$ cat src/rtl/nec_stack_sequencer.sv
// Push/pop stack sequencer: walks decoder slot masks one slot at a time,
// issuing one word transfer on the stack bus per slot and maintaining SP.
module nec_stack_sequencer #(
    parameter logic [15:0] SP_STEP = 16'd2
) (
    input  logic        clk,
    input  logic        reset_n,
    input  logic        start,
    output logic        ready,
    input  logic [15:0] push_mask,
    input  logic [15:0] pop_mask,
    input  logic [15:0] sp_in,
    output logic [15:0] sp_out,
    output logic [3:0]  rd_index,
    input  logic [15:0] rd_data,
    output logic        wb_valid,
    output logic [3:0]  wb_index,
    output logic [15:0] wb_data,
    output logic        mem_req,
    output logic        mem_we,
    output logic [15:0] mem_addr,
    output logic [15:0] mem_wdata,
    input  logic        mem_ack,
    input  logic [15:0] mem_rdata,
    output logic        done,
    output logic [1:0]  dbg_state
);

    // Handshake: mem_req/mem_we/mem_addr/mem_wdata are raised together and held
    // unchanged until a cycle where mem_req=1 and mem_ack=1; that edge completes
    // the transfer and drops mem_req. mem_ack with mem_req=0 has no effect.

    typedef enum logic [1:0] {
        S_IDLE = 2'd0,
        S_PUSH = 2'd1,
        S_POP  = 2'd2,
        S_DONE = 2'd3
    } state_t;

    localparam logic [3:0]  SLOT_SP      = 4'd4;
    localparam logic [3:0]  SLOT_SKIP    = 4'd5;
    localparam logic [15:0] SKIP_BIT     = 16'h0020;

    state_t      state_q;
    logic [15:0] push_q;
    logic [15:0] pop_q;
    logic [15:0] sp_q;
    logic [15:0] sp_cap_q;
    logic        ready_q;
    logic [3:0]  rd_index_q;
    logic        wb_valid_q;
    logic [3:0]  wb_index_q;
    logic [15:0] wb_data_q;
    logic        mem_req_q;
    logic        mem_we_q;
    logic [15:0] mem_addr_q;
    logic [15:0] mem_wdata_q;
    logic        done_q;

    logic [3:0]  push_slot;
    logic [3:0]  pop_slot;
    logic [15:0] push_rest;
    logic [15:0] pop_rest;
    logic [15:0] sp_dec;
    logic [15:0] sp_inc;
    logic [15:0] start_push;

    function automatic logic [3:0] lowest_bit(input logic [15:0] m);
        logic [3:0] r;
        r = 4'd0;
        for (int i = 15; i >= 0; i--) begin
            if (m[i]) r = 4'(i);
        end
        return r;
    endfunction

    function automatic logic [3:0] highest_bit(input logic [15:0] m);
        logic [3:0] r;
        r = 4'd0;
        for (int i = 0; i < 16; i++) begin
            if (m[i]) r = 4'(i);
        end
        return r;
    endfunction

    always_comb begin
        push_slot  = lowest_bit(push_q);
        pop_slot   = highest_bit(pop_q);
        push_rest  = push_q & ~(16'h0001 << push_slot);
        pop_rest   = pop_q & ~(16'h0001 << pop_slot);
        sp_dec     = sp_q - SP_STEP;
        sp_inc     = sp_q + SP_STEP;
        // Bit 5 never produces a push transfer, so it is dropped at capture.
        start_push = push_mask & ~SKIP_BIT;
    end

    always_ff @(posedge clk or negedge reset_n) begin
        if (!reset_n) begin
            state_q     <= S_IDLE;
            push_q      <= 16'h0000;
            pop_q       <= 16'h0000;
            sp_q        <= 16'h0000;
            sp_cap_q    <= 16'h0000;
            ready_q     <= 1'b1;
            rd_index_q  <= 4'd0;
            wb_valid_q  <= 1'b0;
            wb_index_q  <= 4'd0;
            wb_data_q   <= 16'h0000;
            mem_req_q   <= 1'b0;
            mem_we_q    <= 1'b0;
            mem_addr_q  <= 16'h0000;
            mem_wdata_q <= 16'h0000;
            done_q      <= 1'b0;
        end else begin
            wb_valid_q <= 1'b0;
            done_q     <= 1'b0;
            case (state_q)
                S_IDLE: begin
                    if (start && ready_q) begin
                        push_q     <= start_push;
                        pop_q      <= pop_mask;
                        sp_q       <= sp_in;
                        sp_cap_q   <= sp_in;
                        ready_q    <= 1'b0;
                        rd_index_q <= lowest_bit(start_push);
                        if (push_mask != 16'h0000) begin
                            state_q <= S_PUSH;
                        end else if (pop_mask != 16'h0000) begin
                            state_q <= S_POP;
                        end else begin
                            state_q <= S_DONE;
                        end
                    end
                end

                S_PUSH: begin
                    if (mem_req_q) begin
                        if (mem_ack) begin
                            mem_req_q  <= 1'b0;
                            sp_q       <= sp_dec;
                            push_q     <= push_rest;
                            rd_index_q <= lowest_bit(push_rest);
                            if (push_rest == 16'h0000) begin
                                state_q <= (pop_q != 16'h0000) ? S_POP : S_DONE;
                            end
                        end
                    end else if (push_q == 16'h0000) begin
                        state_q <= (pop_q != 16'h0000) ? S_POP : S_DONE;
                    end else begin
                        // rd_index already points at push_slot, so rd_data is valid now.
                        mem_req_q   <= 1'b1;
                        mem_we_q    <= 1'b1;
                        mem_addr_q  <= sp_dec;
                        mem_wdata_q <= (push_slot == SLOT_SP) ? sp_cap_q : rd_data;
                    end
                end

                S_POP: begin
                    if (mem_req_q) begin
                        if (mem_ack) begin
                            mem_req_q <= 1'b0;
                            sp_q      <= sp_inc;
                            pop_q     <= pop_rest;
                            if (pop_slot != SLOT_SP) begin
                                wb_valid_q <= 1'b1;
                                wb_index_q <= pop_slot;
                                wb_data_q  <= mem_rdata;
                            end
                            if (pop_rest == 16'h0000) begin
                                state_q <= S_DONE;
                            end
                        end
                    end else if (pop_q == 16'h0000) begin
                        state_q <= S_DONE;
                    end else if (pop_slot == SLOT_SKIP) begin
                        sp_q  <= sp_inc;
                        pop_q <= pop_rest;
                        if (pop_rest == 16'h0000) begin
                            state_q <= S_DONE;
                        end
                    end else begin
                        mem_req_q  <= 1'b1;
                        mem_we_q   <= 1'b0;
                        mem_addr_q <= sp_q;
                    end
                end

                S_DONE: begin
                    done_q  <= 1'b1;
                    ready_q <= 1'b1;
                    state_q <= S_IDLE;
                end

                default: state_q <= S_IDLE;
            endcase
        end
    end

    assign ready     = ready_q;
    assign sp_out    = sp_q;
    assign rd_index  = rd_index_q;
    assign wb_valid  = wb_valid_q;
    assign wb_index  = wb_index_q;
    assign wb_data   = wb_data_q;
    assign mem_req   = mem_req_q;
    assign mem_we    = mem_we_q;
    assign mem_addr  = mem_addr_q;
    assign mem_wdata = mem_wdata_q;
    assign done      = done_q;
    assign dbg_state = state_q;

endmodule

$ cat config.mk
export PLATFORM = sky130hd
export DESIGN_NAME = nec_stack_sequencer
export DESIGN_NICKNAME = d
export VERILOG_FILES = /design/src/rtl/nec_stack_sequencer.sv
export SDC_FILE = /design/constraint.sdc
export NUM_CORES = 1
export LEC_CHECK = 0
export CORE_ASPECT_RATIO = 0.9
export CORE_MARGIN = 10
export CORE_UTILIZATION = 30
export CTS_BUF_LIST = sky130_fd_sc_hd__clkbuf_8
export CTS_CLUSTER_SIZE = 40
export DETAILED_ROUTE_END_ITERATION = 8
export PLACE_DENSITY = 0.63
export SYNTH_ARGS = -nofsm -noshare
export SYNTH_HDL_FRONTEND = slang
export SYNTH_SLANG_ARGS = --single-unit
$ cat constraint.sdc
create_clock -name clk -period 3.34 [get_ports clk]
set_input_delay 0.501 -clock clk [delete_from_list [all_inputs] [get_ports clk]]
set_output_delay 0.501 -clock clk [all_outputs]
set_load 0.02 [all_outputs]
-- Word level (Yosys, flattened, before mapping)
Cells that the tools add are included.
- bits in registers: 127
- output and inout bits: 79
- logic and storage cells: 194
- $add $sub $neg: 2
- equality and inequality tests: 21
- shift operators: 2
- mux-type cells: 125
- bitwise operators: 6
- reductions and logical operators: 23
- operators by type and width (cell ; count):
    2-to-1 mux 16 bit ; 21
    2-to-1 mux 4 bit ; 64
    case mux 16 bit (2 select lines) ; 3
    logical NOT 16 bit ; 4
    case mux 16 bit (3 select lines) ; 1
    nonzero test 16 bit ; 3
    bitwise AND 16 bit ; 2
    NOT 16 bit ; 2
    left shift 1 x 4 -> 16 bit (first input constant) ; 2
    2-to-1 mux 2 bit ; 11
    2-to-1 mux 1 bit ; 20
    inequality test 3 bit (second input constant) ; 6
    adder 16 x 2 -> 16 bit (second input constant) ; 1
    inequality test 2 bit (second input constant) ; 8
    subtractor 16 x 2 -> 16 bit (second input constant) ; 1
    AND reduction 6 bit ; 2
    == test 4 x 3 -> 1 bit (second input constant) ; 2
    case mux 2 bit (4 select lines) ; 1
    case mux 4 bit (2 select lines) ; 1
    AND reduction 4 bit ; 2
    nonzero test 2 bit ; 4
    AND reduction 7 bit ; 1
    case mux 1 bit (2 select lines) ; 3
    AND reduction 5 bit ; 1
    other kinds (10) ; 13

-- Depth between registers and ports, before layout
Gate-level depths: netlist of the first run.
- depth after elaboration: 38
- mapped depth: 11
- depth with buffers taken out: 10

-- Worst setup path before layout of the first run
No wires, ideal clock.
- path type: flip-flop to flip-flop
- start: register sp_q[1] (netlist: sp_out[1])
- end: register sp_q[15] (netlist: sp_out[15])
- data arrival time: 2501 ps
- data required time: 3212 ps
- slack: 711 ps
- cell stages (with the launch flop): 11
- path buffers: 0
- period minus slack after synthesis: 2629 ps
- path through: dfrtp_1 -> inv_1 -> ha_1 -> nor3b_1 -> nand4_1 -> or3_1 -> nor3_1 -> xor2_1 -> a221oi_1 -> nor2_1 -> mux2_1
- longest elaborated chain between the ends: 5
- ends and longest elaborated chain (what ; RTL line ; source):
    from (decl) ; 47 ; logic [15:0] sp_q;
    from (signal assigned) ; 122 ; sp_q <= sp_in;
    from (signal assigned) ; 140 ; sp_q <= sp_dec;
    from (signal assigned) ; 162 ; sp_q <= sp_inc;
    adder 16 x 2 -> 16 bit ; 92 ; sp_inc = sp_q + SP_STEP;
    2-to-1 mux 16 bit ; 175 ; end else if (pop_slot == SLOT_SKIP) begin
    2-to-1 mux 16 bit ; 173 ; end else if (pop_q == 16'h0000) begin
    2-to-1 mux 16 bit ; 159 ; if (mem_req_q) begin
    case mux 16 bit (3 select lines) (*) ; 117 ; case (state_q)
Every way passes the cells marked *; elsewhere a longest branch is shown, timed or not. The select of a mux whose other input is x is not followed.
A chain may end at the register's enable or synchronous reset.

-- Worst setup path in the final report of the first run
- start: register pop_q[6]
- end: register sp_q[3] (netlist: sp_out[3])
- longest elaborated chain between the ends: 13
- ends and longest elaborated chain (what ; RTL line ; source):
    from (decl) ; 46 ; logic [15:0] pop_q;
    from (signal assigned) ; 121 ; pop_q <= pop_mask;
    from (signal assigned) ; 163 ; pop_q <= pop_rest;
    from (signal assigned) ; 177 ; pop_q <= pop_rest;
    2-to-1 mux 4 bit (10 in a row) ; 81 ; if (m[i]) r = 4'(i);
    == test 4 x 3 -> 1 bit ; 175 ;
    inequality test 3 bit (no source line) ; - ;
    AND reduction 7 bit (no source line) (*) ; - ;
    to (signal assigned) ; 122 ;
    to (signal assigned) ; 162 ;
    to (signal assigned) ; 176 ; sp_q <= sp_inc;
Every way passes the cells marked *; elsewhere a longest branch is shown, timed or not.

==> impl_results.md, run 1 <==
- Status: finished, final reports clean
- Clock Skew: 0.0164 ns
- Synth warn: 0
- Clock power share: 0.125
- Final setup vio count: 0
- Seq pwr share: 0.294
- Distinct cell type count after synthesis: 77
- DRT met1 WL: 11,000 µm
- Mapped Cells: 805
- Post-Syn Nets: 897
- Share of layout cells above drive strength 1: 0.116
- TritonCTS Buffers: 17
- Worst Reg-to-Reg Cells: 9
- Worst EP arrival: 3.17 ns
- Crit path max fanout: 15
- Port Buf Inserts: 162
- Met3 wire length: 1430 µm
- Hold-fix buffers at CTS: 0
- Flop-to-flop setup slack: 0.50 ns
- Max-cap violations: 0
- Fmax: 352 MHz
- Reg-to-reg startpoint: pop_q[6]
- Final WL: 23,400 µm
- Via density per instance: 5.09
- Most common flop cell mapped by yosys: dfrtp_1
- GRT Residual Overflow: 0
- GP Congestion: 0.921
- Worst-case clock buffer depth: 2
- Crit path depth: 9
- DIE AREA: 31,800 µm²
- Cts repair resizes: 0
- VDD IR max: 0.403 mV
- Routed len/inst: 18.0 µm
- Post-synthesis sequential area ratio: 0.423
- DIE WIDTH: 187 µm
- Clk pin slew, worst setup/hold paths: 0.09 ns
- NetSw: 0.00499 W
- Switching share of power: 0.464
- First-pass GRT wire length: 37,800 µm
- TritonCTS Sinks: 127
- Most frequent cells in the layout: clkdlybuf4s50_1 (161), dfrtp_1 (126), nor2_1 (102)
- RSZ-0062 raised after global routing: no
- Crit. Startpoint: pop_q[6]
- Setup TNS: 0 ns
- Worst-Margin Slew: 1.02 ns
- Commonest non-fill, non-tap cell in the layout: clkdlybuf4s50_1
- Nets: 1,047
- Post-synth ARST share: 1.00
- Placed cell count: 1,272
- CP Capture Type: flop
- Combinational power share: 0.581
- Setup crit end: sp_out[3]
- Post-synth top area cell: dfrtp_1
- Root buffer cell: clkbuf_8
- Power Total: 0.0108 W
- Final period util: 0.850
- Largest net degree at the start of global routing: 72
- Slowest-stage cell, CP: dfrtp_1
- DR vias: 6,634
- Max_slew headroom: 0.316
- Starting density of the core: 0.308
- I/O Pins: 163
- Met2 WL post-DR: 10,700 µm
- Hold WC Path Type: primary input to async pin
- Synthesized flop and latch total: 127
- Diodes inserted: 0
- Drt drc: 0
- Initial DRC count: 602
- Area of the core: 24,500 µm²
- Synthesized area per cell: 9.34 µm²
- Pleak: 4.13 nW
- Die height: 170 µm
- Pre-antenna DRT Iters: 5
- Cells taking the most area after synthesis: dfrtp_1 (42%), nor2_1 (5.1%), nand2_1 (4.3%)
- CP top delay family: simple AND/OR/NAND/NOR gates
- Non-filler cells, final: 1,304
- Buf/Inv on CP: 1
- Reg2reg end: sp_out[3]
- Pwr per Cell Area: 1090 nW/µm²
- CP peak stage delay: 0.46 ns
- Cell Int Power: 0.00576 W
- CP cell instances: nor4_1, o31ai_1, a21oi_2, nand4_1, nand2_2, nor2_1, nor3b_4, buf_4, mux2_1
- WP data required: 3.67 ns
- Initial antenna violation count: 0
- Worst-Skew Late Latency: 0.46 ns
- CTS tree: done
- Setup Fix Bufs, Post-CTS: 0
- Type of the worst setup path: flop to flop
- Final HPWL DP: 17,900 µm
- Element type at the critical path start: flop
- Fin. Hold Viols: 0
- Placement row count: 54
- Mapped Area: 7520 µm²
- WHS: 0.0400 ns
- H-Tree Depth: 4
- EDFF count, synth: 0
- Number of global-route vias before repair: 6,707
- Top-area cell type share of the netlist area: 0.419
- Minimum clock period: 2.84 ns
- Routed Antenna Nets: 0
- Final core occ: 0.404
- GRT Total Usage: 0.147
- Area delta synth->final: 31.3%
- DR top layer: met4
- Final Max Tran Viols: 0
-- worst register-to-register path, delay by kind of cell, from the launching register on --
family,cells,cell delay [ns]
flip-flops,1,0.46
buffers and inverters,1,0.29
AO/OA/AOI/OAI,2,0.57
AND/OR/NAND/NOR,5,1.03
multiplexers,1,0.36
-- final cells by class --
| type | count | area (µm²) |
|---|---|---|
| repair buffers | 182 | 1770 |
| multi-input cells | 607 | 4050 |
| clock inverters | 15 | 146 |
| inverters | 20 | 75.1 |
| well taps | 336 | 420 |
| fillers | 2479 | 14600 |
| clock buffers | 17 | 234 |
| flip-flops and latches | 127 | 3180 |
-- power by group through the flow --
stage                     Clock (W)  Combinational, W  Sequential, W
after detailed placement          0           0.00626        0.00317
final                       0.00134           0.00625        0.00316
after global routing        0.00145           0.00687        0.00329
after floorplan                   0           0.00382        0.00337
after global placement            0           0.00625        0.00315
after CTS                   0.00139           0.00629        0.00314
-- how the worst min path moves through the flow --
stage,startpoint,end,slack [ns],depth (start not counted)
after floorplan,reset_n,dbg_state[0],0.21,0
after global placement,mem_we,mem_we,0.46,2
after detailed placement,wb_index[3],wb_index[3],0.47,2
after CTS,reset_n,sp_out[14],0.05,1
after global routing,reset_n,sp_out[12],0.07,1
final,reset_n,sp_out[14],0.04,1
-- metal layers --
metal,vias up,global-route usage
met1,3204,0.195
met4,0,0.0350
li1,3175,-
met3,27,0.0425
met2,228,0.232
met5,-,0
-- sequential cells by signal, indices dropped and copies added, names as in the netlist --
register / cells
ready: 1
done: 1
sp_cap_q: 16
sp_out: 16
mem_addr: 16
rd_index: 4
mem_wdata: 16
wb_data: 16
mem_we: 1
push_q: 16
mem_req: 1
dbg_state: 2
wb_valid: 1
pop_q: 16
wb_index: 4
-- through the flow --
stage          setup WS, ns  cell area (µm²)
2_1_floorplan         0.711             7520
3_3_place_gp          0.586             9500
3_5_place_dp          0.540             9500
4_1_cts               0.500             9880
5_1_grt               0.149             9880
6_report              0.503             9880
-- kinds of logic (layout without fill, tap and decap cells) --
group	count (synthesis)	in the layout	share of synthesized area
and+or+nand+nor	290	290	0.186
muxes	70	70	0.106
buffers and inverters	71	234	0.0401
DFF	127	127	0.423
adders and majority gates	13	13	0.0201
AOI/OAI and AO/OA	194	194	0.179
xor gates and xnor gates	40	40	0.0466
-- cell usage after synthesis, types with 5 or more instances --
cell type and n:
dfrtp_1 126, clkbuf_1 37, o21ai_0 50, nor3_1 13
xnor2_1 31, a21oi_1 39, a221oi_1 14, o31ai_1 10
mux2i_1 22, ha_1 8, o22ai_1 5, nand4_1 11
nand3_1 16, mux2_4 9, buf_2 7, nand2b_1 8
nor4_1 14, and3_1 5, nor2_1 102, nand2_1 86
nor2b_1 6, xor2_1 9, mux2_1 16, mux2_2 23
a31oi_1 5, inv_1 19, a21o_1 8, a22o_1 21
(Power assumes the default switching activity.)
==> inputs of run 2 (changes only) <==
--- a/config.mk
+++ b/config.mk
@@ -11,7 +11,7 @@
 export CTS_BUF_LIST = sky130_fd_sc_hd__clkbuf_8
 export CTS_CLUSTER_SIZE = 40
 export DETAILED_ROUTE_END_ITERATION = 8
-export PLACE_DENSITY = 0.63
+export PLACE_DENSITY = 0.65
 export SYNTH_ARGS = -nofsm -noshare
 export SYNTH_HDL_FRONTEND = slang
 export SYNTH_SLANG_ARGS = --single-unit
==> constraint.sdc (replaced) <==
create_clock -name clk -period 2.56 [get_ports clk]
set_input_delay 0.384 -clock clk [delete_from_list [all_inputs] [get_ports clk]]
set_output_delay 0.384 -clock clk [all_outputs]
set_load 0.02 [all_outputs]
==> impl_results.md, run 2 (synthesized netlist as in run 1, its figures left out) <==
- Port Buf Inserts: 162 (unchanged)
- GRT Total Usage: 0.150 (was 0.147)
- I/O Pins: 163 (unchanged)
- Reg-to-reg startpoint: push_q[1] (was pop_q[6])
- Via density per instance: 5.09 (about the same)
- Pleak: 4.54 nW (was 4.13 nW)
- Nets: 1,122 (was 1,047)
- First-pass GRT wire length: 38,700 µm (was 37,800 µm)
- Final period util: 0.980 (was 0.850)
- Pwr per Cell Area: 1430 nW/µm² (was 1090 nW/µm²)
- Max_slew headroom: 0.511 (was 0.316)
- Die height: 170 µm (unchanged)
- Initial antenna violation count: 0 (unchanged)
- H-Tree Depth: 4 (unchanged)
- CP Capture Type: flop (unchanged)
- Hold WC Path Type: primary input to async pin (unchanged)
- Final core occ: 0.436 (was 0.404)
- Largest net degree at the start of global routing: 60 (was 72)
- Most frequent cells in the layout: clkdlybuf4s50_1 (161), dfrtp_1 (118), nor2_1 (95) (was clkdlybuf4s50_1 (161), dfrtp_1 (126), nor2_1 (102))
- Max-cap violations: 0 (unchanged)
- Initial DRC count: 476 (was 602)
- Clk pin slew, worst setup/hold paths: 0.10 ns (was 0.09 ns)
- Final Max Tran Viols: 0 (unchanged)
- Placement row count: 54 (unchanged)
- Area of the core: 24,500 µm² (unchanged)
- Worst-case clock buffer depth: 2 (unchanged)
- DIE AREA: 31,800 µm² (unchanged)
- Area delta synth->final: 41.9% (was 31.3%)
- Type of the worst setup path: flop to flop (unchanged)
- Worst-Margin Slew: 0.726 ns (was 1.02 ns)
- GP Congestion: 0.907 (was 0.921)
- Status: finished, final reports clean (unchanged)
- Routed Antenna Nets: 0 (unchanged)
- DR vias: 7,018 (was 6,634)
- Final instance area: 10,700 µm² (was 9880 µm²)
- Diodes inserted: 0 (unchanged)
- Drt drc: 0 (unchanged)
- DR top layer: met4 (unchanged)
- Number of global-route vias before repair: 7,026 (was 6,707)
- Final HPWL DP: 18,700 µm (was 17,900 µm)
- Share of layout cells above drive strength 1: 0.208 (was 0.116)
- Crit path max fanout: 5 (was 15)
- Clock Skew: 0.0186 ns (was 0.0164 ns)
- Met2 WL post-DR: 11,500 µm (was 10,700 µm)
- Root buffer cell: clkbuf_8 (unchanged)
- Element type at the critical path start: flop (unchanged)
- VDD IR max: 0.494 mV (was 0.403 mV)
- Fmax: 399 MHz (was 352 MHz)
- Met3 wire length: 1720 µm (was 1430 µm)
- Pre-antenna DRT Iters: 7 (was 5)
- CTS tree: done (unchanged)
- Flop-to-flop setup slack: 0.05 ns (was 0.50 ns)
- DIE WIDTH: 187 µm (unchanged)
- GRT Residual Overflow: 0 (unchanged)
- RSZ-0062 raised after global routing: yes (was no)
- Reg2reg end: dbg_state[1] (was sp_out[3])
- Routed len/inst: 17.8 µm (was 18.0 µm)
- WHS: 0.466 ns (was 0.0400 ns)
- Minimum clock period: 2.51 ns (was 2.84 ns)
- Worst EP arrival: 2.86 ns (was 3.17 ns)
- Final WL: 24,500 µm (was 23,400 µm)
- Worst setup margin: 0.0521 ns (was 0.503 ns)
- Worst-Skew Late Latency: 0.47 ns (was 0.46 ns)
- TritonCTS Buffers: 17 (unchanged)
- Starting density of the core: 0.308 (unchanged)
- Pre-CTS setup slack: 0.00854 ns (was 0.540 ns)
- Fin. Hold Viols: 0 (unchanged)
- Worst Reg-to-Reg Cells: 8 (was 9)
- Commonest non-fill, non-tap cell in the layout: clkdlybuf4s50_1 (unchanged)
- DRT met1 WL: 11,000 µm (about the same)
- Final setup vio count: 0 (unchanged)
- Placed Area: 10,000 µm² (was 9500 µm²)
- Fillers: 2,447 (was 2,479)
- TritonCTS Sinks: 127 (unchanged)
- WP data required: 2.91 ns (was 3.67 ns)
run 2: cell types whose count changed in the layout (fill, tap and decap cells not counted), sizes merged:
cell,before,now
inv,28,29
dlygate4sd3,0,1
clkinv,5,3
clkinvlp,1,2
buf,21,95
run 2: power breakdown:
part / internal, W / switching [W]
registers: 0.00302 / 0.00105
logic: 0.00455 / 0.00485
clock network: 0.000823 / 0.00100
run 2: worst max path at each step:
stage	start	to	slack, ns	cells past startpoint
3_5_place_dp	pop_q[6]	mem_addr[0]	0.009	8
5_1_grt	push_q[1]	dbg_state[1]	-0.05	8
6_report	push_q[1]	dbg_state[1]	0.05	8
3_3_place_gp	pop_q[6]	pop_q[9]	-0.05	8
4_1_cts	push_q[3]	dbg_state[1]	0.007	8
2_1_floorplan	sp_out[1]	sp_out[15]	0.04	10
run 2: what timing repair did:
action	in CTS	in global routing
resized for setup	3	35
setup endpoints to repair	4	68
gates cloned	0	0
setup buffers	0	12
hold endpoints to repair	57	0
hold buffers	1	0
pin swaps	3	12
run 2: layer usage:
layer | vias up | global-route usage
met4 | 0 | 0.0259
met5 | - | 0
met3 | 20 | 0.0439
li1 | 3330 | -
met2 | 256 | 0.246
met1 | 3412 | 0.195
run 2: cell type report:
| type | instances | area [µm²] | share of cell area |
|---|---|---|---|
| clock buffers | 17 | 234 | 0.0219 |
| clock inverters | 15 | 170 | 0.0159 |
| well taps | 336 | 420 | 0.0394 |
| multi-input cells | 607 | 4180 | 0.392 |
| inverters | 20 | 75.1 | 0.00703 |
| flip-flops and latches | 127 | 3190 | 0.299 |
| repair buffers | 257 | 2400 | 0.225 |
run 2: worst max-delay path, stage by stage (launching register included):
cell and delay (ns):
dfrtp_2 0.46, nor4_4 0.36, nand3_1 0.14, nor2_2 0.18, o21ai_0 0.11, maj3_2 0.36
nor4b_4 0.34, o211ai_2 0.13, mux2_4 0.31
run 2: metrics by stage:
step | total power, W | instances | TNS, ns
finish | 0.0153 | 1379 | 0
global route | 0.0164 | 1379 | -0.183
CTS | 0.0151 | 1367 | 0
detailed placement | 0.0132 | 1334 | 0
global placement | 0.0131 | 1334 | -0.416
floorplan | 0.00939 | 805 | 0
==> inputs of run 3 (changes only) <==
--- a/config.mk
+++ b/config.mk
@@ -11,7 +11,7 @@
 export CTS_BUF_LIST = sky130_fd_sc_hd__clkbuf_8
 export CTS_CLUSTER_SIZE = 40
 export DETAILED_ROUTE_END_ITERATION = 8
-export PLACE_DENSITY = 0.65
+export PLACE_DENSITY = 0.63
 export SYNTH_ARGS = -nofsm -noshare
 export SYNTH_HDL_FRONTEND = slang
 export SYNTH_SLANG_ARGS = --single-unit
==> constraint.sdc (replaced) <==
create_clock -name clk -period 2.5 [get_ports clk]
set_input_delay 0.375 -clock clk [delete_from_list [all_inputs] [get_ports clk]]
set_output_delay 0.375 -clock clk [all_outputs]
set_load 0.02 [all_outputs]
==> impl_results.md, run 3 (synthesized netlist as in run 1, its figures left out) <==
- Status: finished, final reports clean (unchanged)
- Setup TNS: 0 ns (unchanged)
- Worst EP arrival: 2.80 ns (was 2.86 ns)
- Non-filler cells, final: 1,416 (was 1,379)
- Worst-Skew Late Latency: 0.46 ns (was 0.47 ns)
- Switching share of power: 0.448 (was 0.451)
- TritonCTS Sinks: 127 (unchanged)
- Slowest-stage cell, CP: dfrtp_1 (was dfrtp_2)
- Placement row count: 54 (unchanged)
- Final WL: 25,800 µm (was 24,500 µm)
- RSZ-0062 raised after global routing: yes (unchanged)
- Final period util: 0.985 (was 0.980)
- Max_slew headroom: 0.445 (was 0.511)
- Routed len/inst: 18.2 µm (was 17.8 µm)
- WHS: 0.431 ns (was 0.466 ns)
- Fin. Hold Viols: 0 (unchanged)
- Final Max Tran Viols: 0 (unchanged)
- CP top delay family: compound AO/OA/AOI/OAI gates (was simple AND/OR/NAND/NOR gates)
- Area delta synth->final: 47.4% (was 41.9%)
- Global Route met1 Usage: 0.207 (was 0.195)
- Pleak: 4.75 nW (was 4.54 nW)
- Most frequent cells in the layout: clkdlybuf4s50_1 (161), buf_4 (120), dfrtp_1 (113) (was clkdlybuf4s50_1 (161), dfrtp_1 (118), nor2_1 (95))
- VDD IR max: 0.479 mV (was 0.494 mV)
- Crit. Startpoint: push_q[7] (was push_q[1])
- Gr busiest metal: met2 (unchanged)
- Die height: 170 µm (unchanged)
- GP Congestion: 0.932 (was 0.907)
- NetSw: 0.00735 W (was 0.00690 W)
- Routed Antenna Nets: 0 (unchanged)
- Met2 Use GR: 0.250 (was 0.246)
- Port Buf Inserts: 162 (unchanged)
- DIE AREA: 31,800 µm² (unchanged)
- Final HPWL DP: 19,400 µm (was 18,700 µm)
- Root buffer cell: clkbuf_8 (unchanged)
- Fmax: 406 MHz (was 399 MHz)
- GRT Residual Overflow: 0 (unchanged)
- Nets: 1,159 (was 1,122)
- Buf/Inv on CP: 2 (was 0)
- Placed cell count: 1,362 (was 1,334)
- DIE WIDTH: 187 µm (unchanged)
- Largest net degree at the start of global routing: 53 (was 60)
- Combinational power share: 0.635 (was 0.614)
- Clk pin slew, worst setup/hold paths: 0.10 ns (about the same)
- Cell Int Power: 0.00907 W (was 0.00839 W)
- Hold WC Path Type: primary input to async pin (unchanged)
- Commonest non-fill, non-tap cell in the layout: clkdlybuf4s50_1 (unchanged)
- Worst-Margin Slew: 0.824 ns (was 0.726 ns)
- CP Capture Type: flop (unchanged)
- Clock power share: 0.112 (was 0.119)
- Number of global-route vias before repair: 7,061 (was 7,026)
- Initial antenna violation count: 0 (unchanged)
- Met3 GRT Util: 0.0353 (was 0.0439)
- Power Total: 0.0164 W (was 0.0153 W)
- Max-cap violations: 0 (unchanged)
- Drt drc: 0 (unchanged)
- TritonCTS Buffers: 17 (unchanged)
- Seq pwr share: 0.253 (was 0.267)
- Diodes inserted: 0 (unchanged)
- Worst Reg-to-Reg Cells: 10 (was 8)
- Fillers: 2,414 (was 2,447)
- Area of the core: 24,500 µm² (unchanged)
- First-pass GRT wire length: 39,700 µm (was 38,700 µm)
- Starting density of the core: 0.308 (unchanged)
- GRT Total Usage: 0.155 (was 0.150)
- Crit path max fanout: 4 (was 5)
- Pwr per Cell Area: 1480 nW/µm² (was 1430 nW/µm²)
- Initial DRC count: 447 (was 476)
- WP data required: 2.84 ns (was 2.91 ns)
- Minimum clock period: 2.46 ns (was 2.51 ns)
- I/O Pins: 163 (unchanged)
- Type of the worst setup path: flop to flop (unchanged)
- CP peak stage delay: 0.47 ns (was 0.46 ns)
- Reg-to-reg startpoint: push_q[7] (was push_q[1])
- CP cell instances: nor2_4, o31ai_2, a31o_2, buf_4, o31ai_2, buf_4, nand4bb_4, o311ai_4, o211ai_2, mux2_4 (was nor4_4, nand3_1, nor2_2, o21ai_0, maj3_2, nor4b_4, o211ai_2, mux2_4)
- Via density per instance: 5.06 (was 5.09)
- CTS tree: done (unchanged)
- Clock Skew: 0.0201 ns (was 0.0186 ns)
- Final setup vio count: 0 (unchanged)
- Worst-case clock buffer depth: 2 (unchanged)
- Crit path depth: 10 (was 8)
- Final instance area: 11,100 µm² (was 10,700 µm²)
- H-Tree Depth: 4 (unchanged)
- Placed Area: 10,200 µm² (was 10,000 µm²)
- Element type at the critical path start: flop (unchanged)
- DR vias: 7,170 (was 7,018)
- Share of layout cells above drive strength 1: 0.260 (was 0.208)
- Pre-antenna DRT Iters: 8 (was 7)
## run 3: cell types whose count changed in the layout (fill, tap and decap cells not counted), sizes merged
cell,delta
buf,+35
clkbuf,+3
clkinv,+1
clkinvlp,-1
inv,-1
## run 3: cell type report
class	instances	area [µm²]	area share
sequential	127	3200	0.288
clock inverter	14	144	0.0130
multi-input combinational	607	4280	0.386
clock buffer	18	248	0.0223
tap	336	420	0.0379
inverter	20	75.1	0.00677
timing repair buffer	294	2720	0.245
## run 3: final timing paths
check,endpoint,slack [ns]
setup / recovery,dbg_state[1],0.04
hold / removal,wb_data[4],0.43
setup reg to reg,dbg_state[1],0.04
hold reg to reg,wb_index[2],0.48
max in group asynchronous,push_q[11],1.25
min in group clk,wb_index[2],0.48
## run 3: power by group through the flow
stage / sequential, W / clock (W) / combinational [W]
finish: 0.00415 / 0.00184 / 0.0104
global route: 0.00431 / 0.00199 / 0.0112
CTS: 0.00407 / 0.00190 / 0.00983
detailed placement: 0.00409 / 0 / 0.00972
global placement: 0.00407 / 0 / 0.00966
floorplan: 0.00451 / 0 / 0.00511
## run 3: through the flow
stage                util  setup slack (ns)
detailed placement  0.419           -0.0786
finish              0.453            0.0379
global route        0.453           -0.0527
CTS                 0.437          0.000534
floorplan               -           0.00889
global placement    0.419            -0.125
## run 3: worst reg2reg max path, stage by stage (launching register included)
cell	delay, ns
dfrtp_1	0.47
nor2_4	0.17
o31ai_2	0.08
a31o_2	0.26
buf_4	0.15
o31ai_2	0.22
buf_4	0.17
nand4bb_4	0.13
o311ai_4	0.24
o211ai_2	0.15
mux2_4	0.31
## run 3: per-layer routing
layer / share of wire / vias to the layer above
met5: 0 / -
met3: 0.058 / 25
met4: 0.012 / 0
li1: - / 3413
met1: 0.46 / 3480
met2: 0.47 / 252
## run 3: timing repair
item / 4_1_cts / 5_1_grt
gates resized for setup: 11 / 65
hold buffers: 1 / 0
endpoints found under the hold margin: 47 / 0
gates cloned: 0 / 2
pin swaps: 4 / 11
buffers inserted: 3 / 18
setup endpoints to repair: 32 / 77
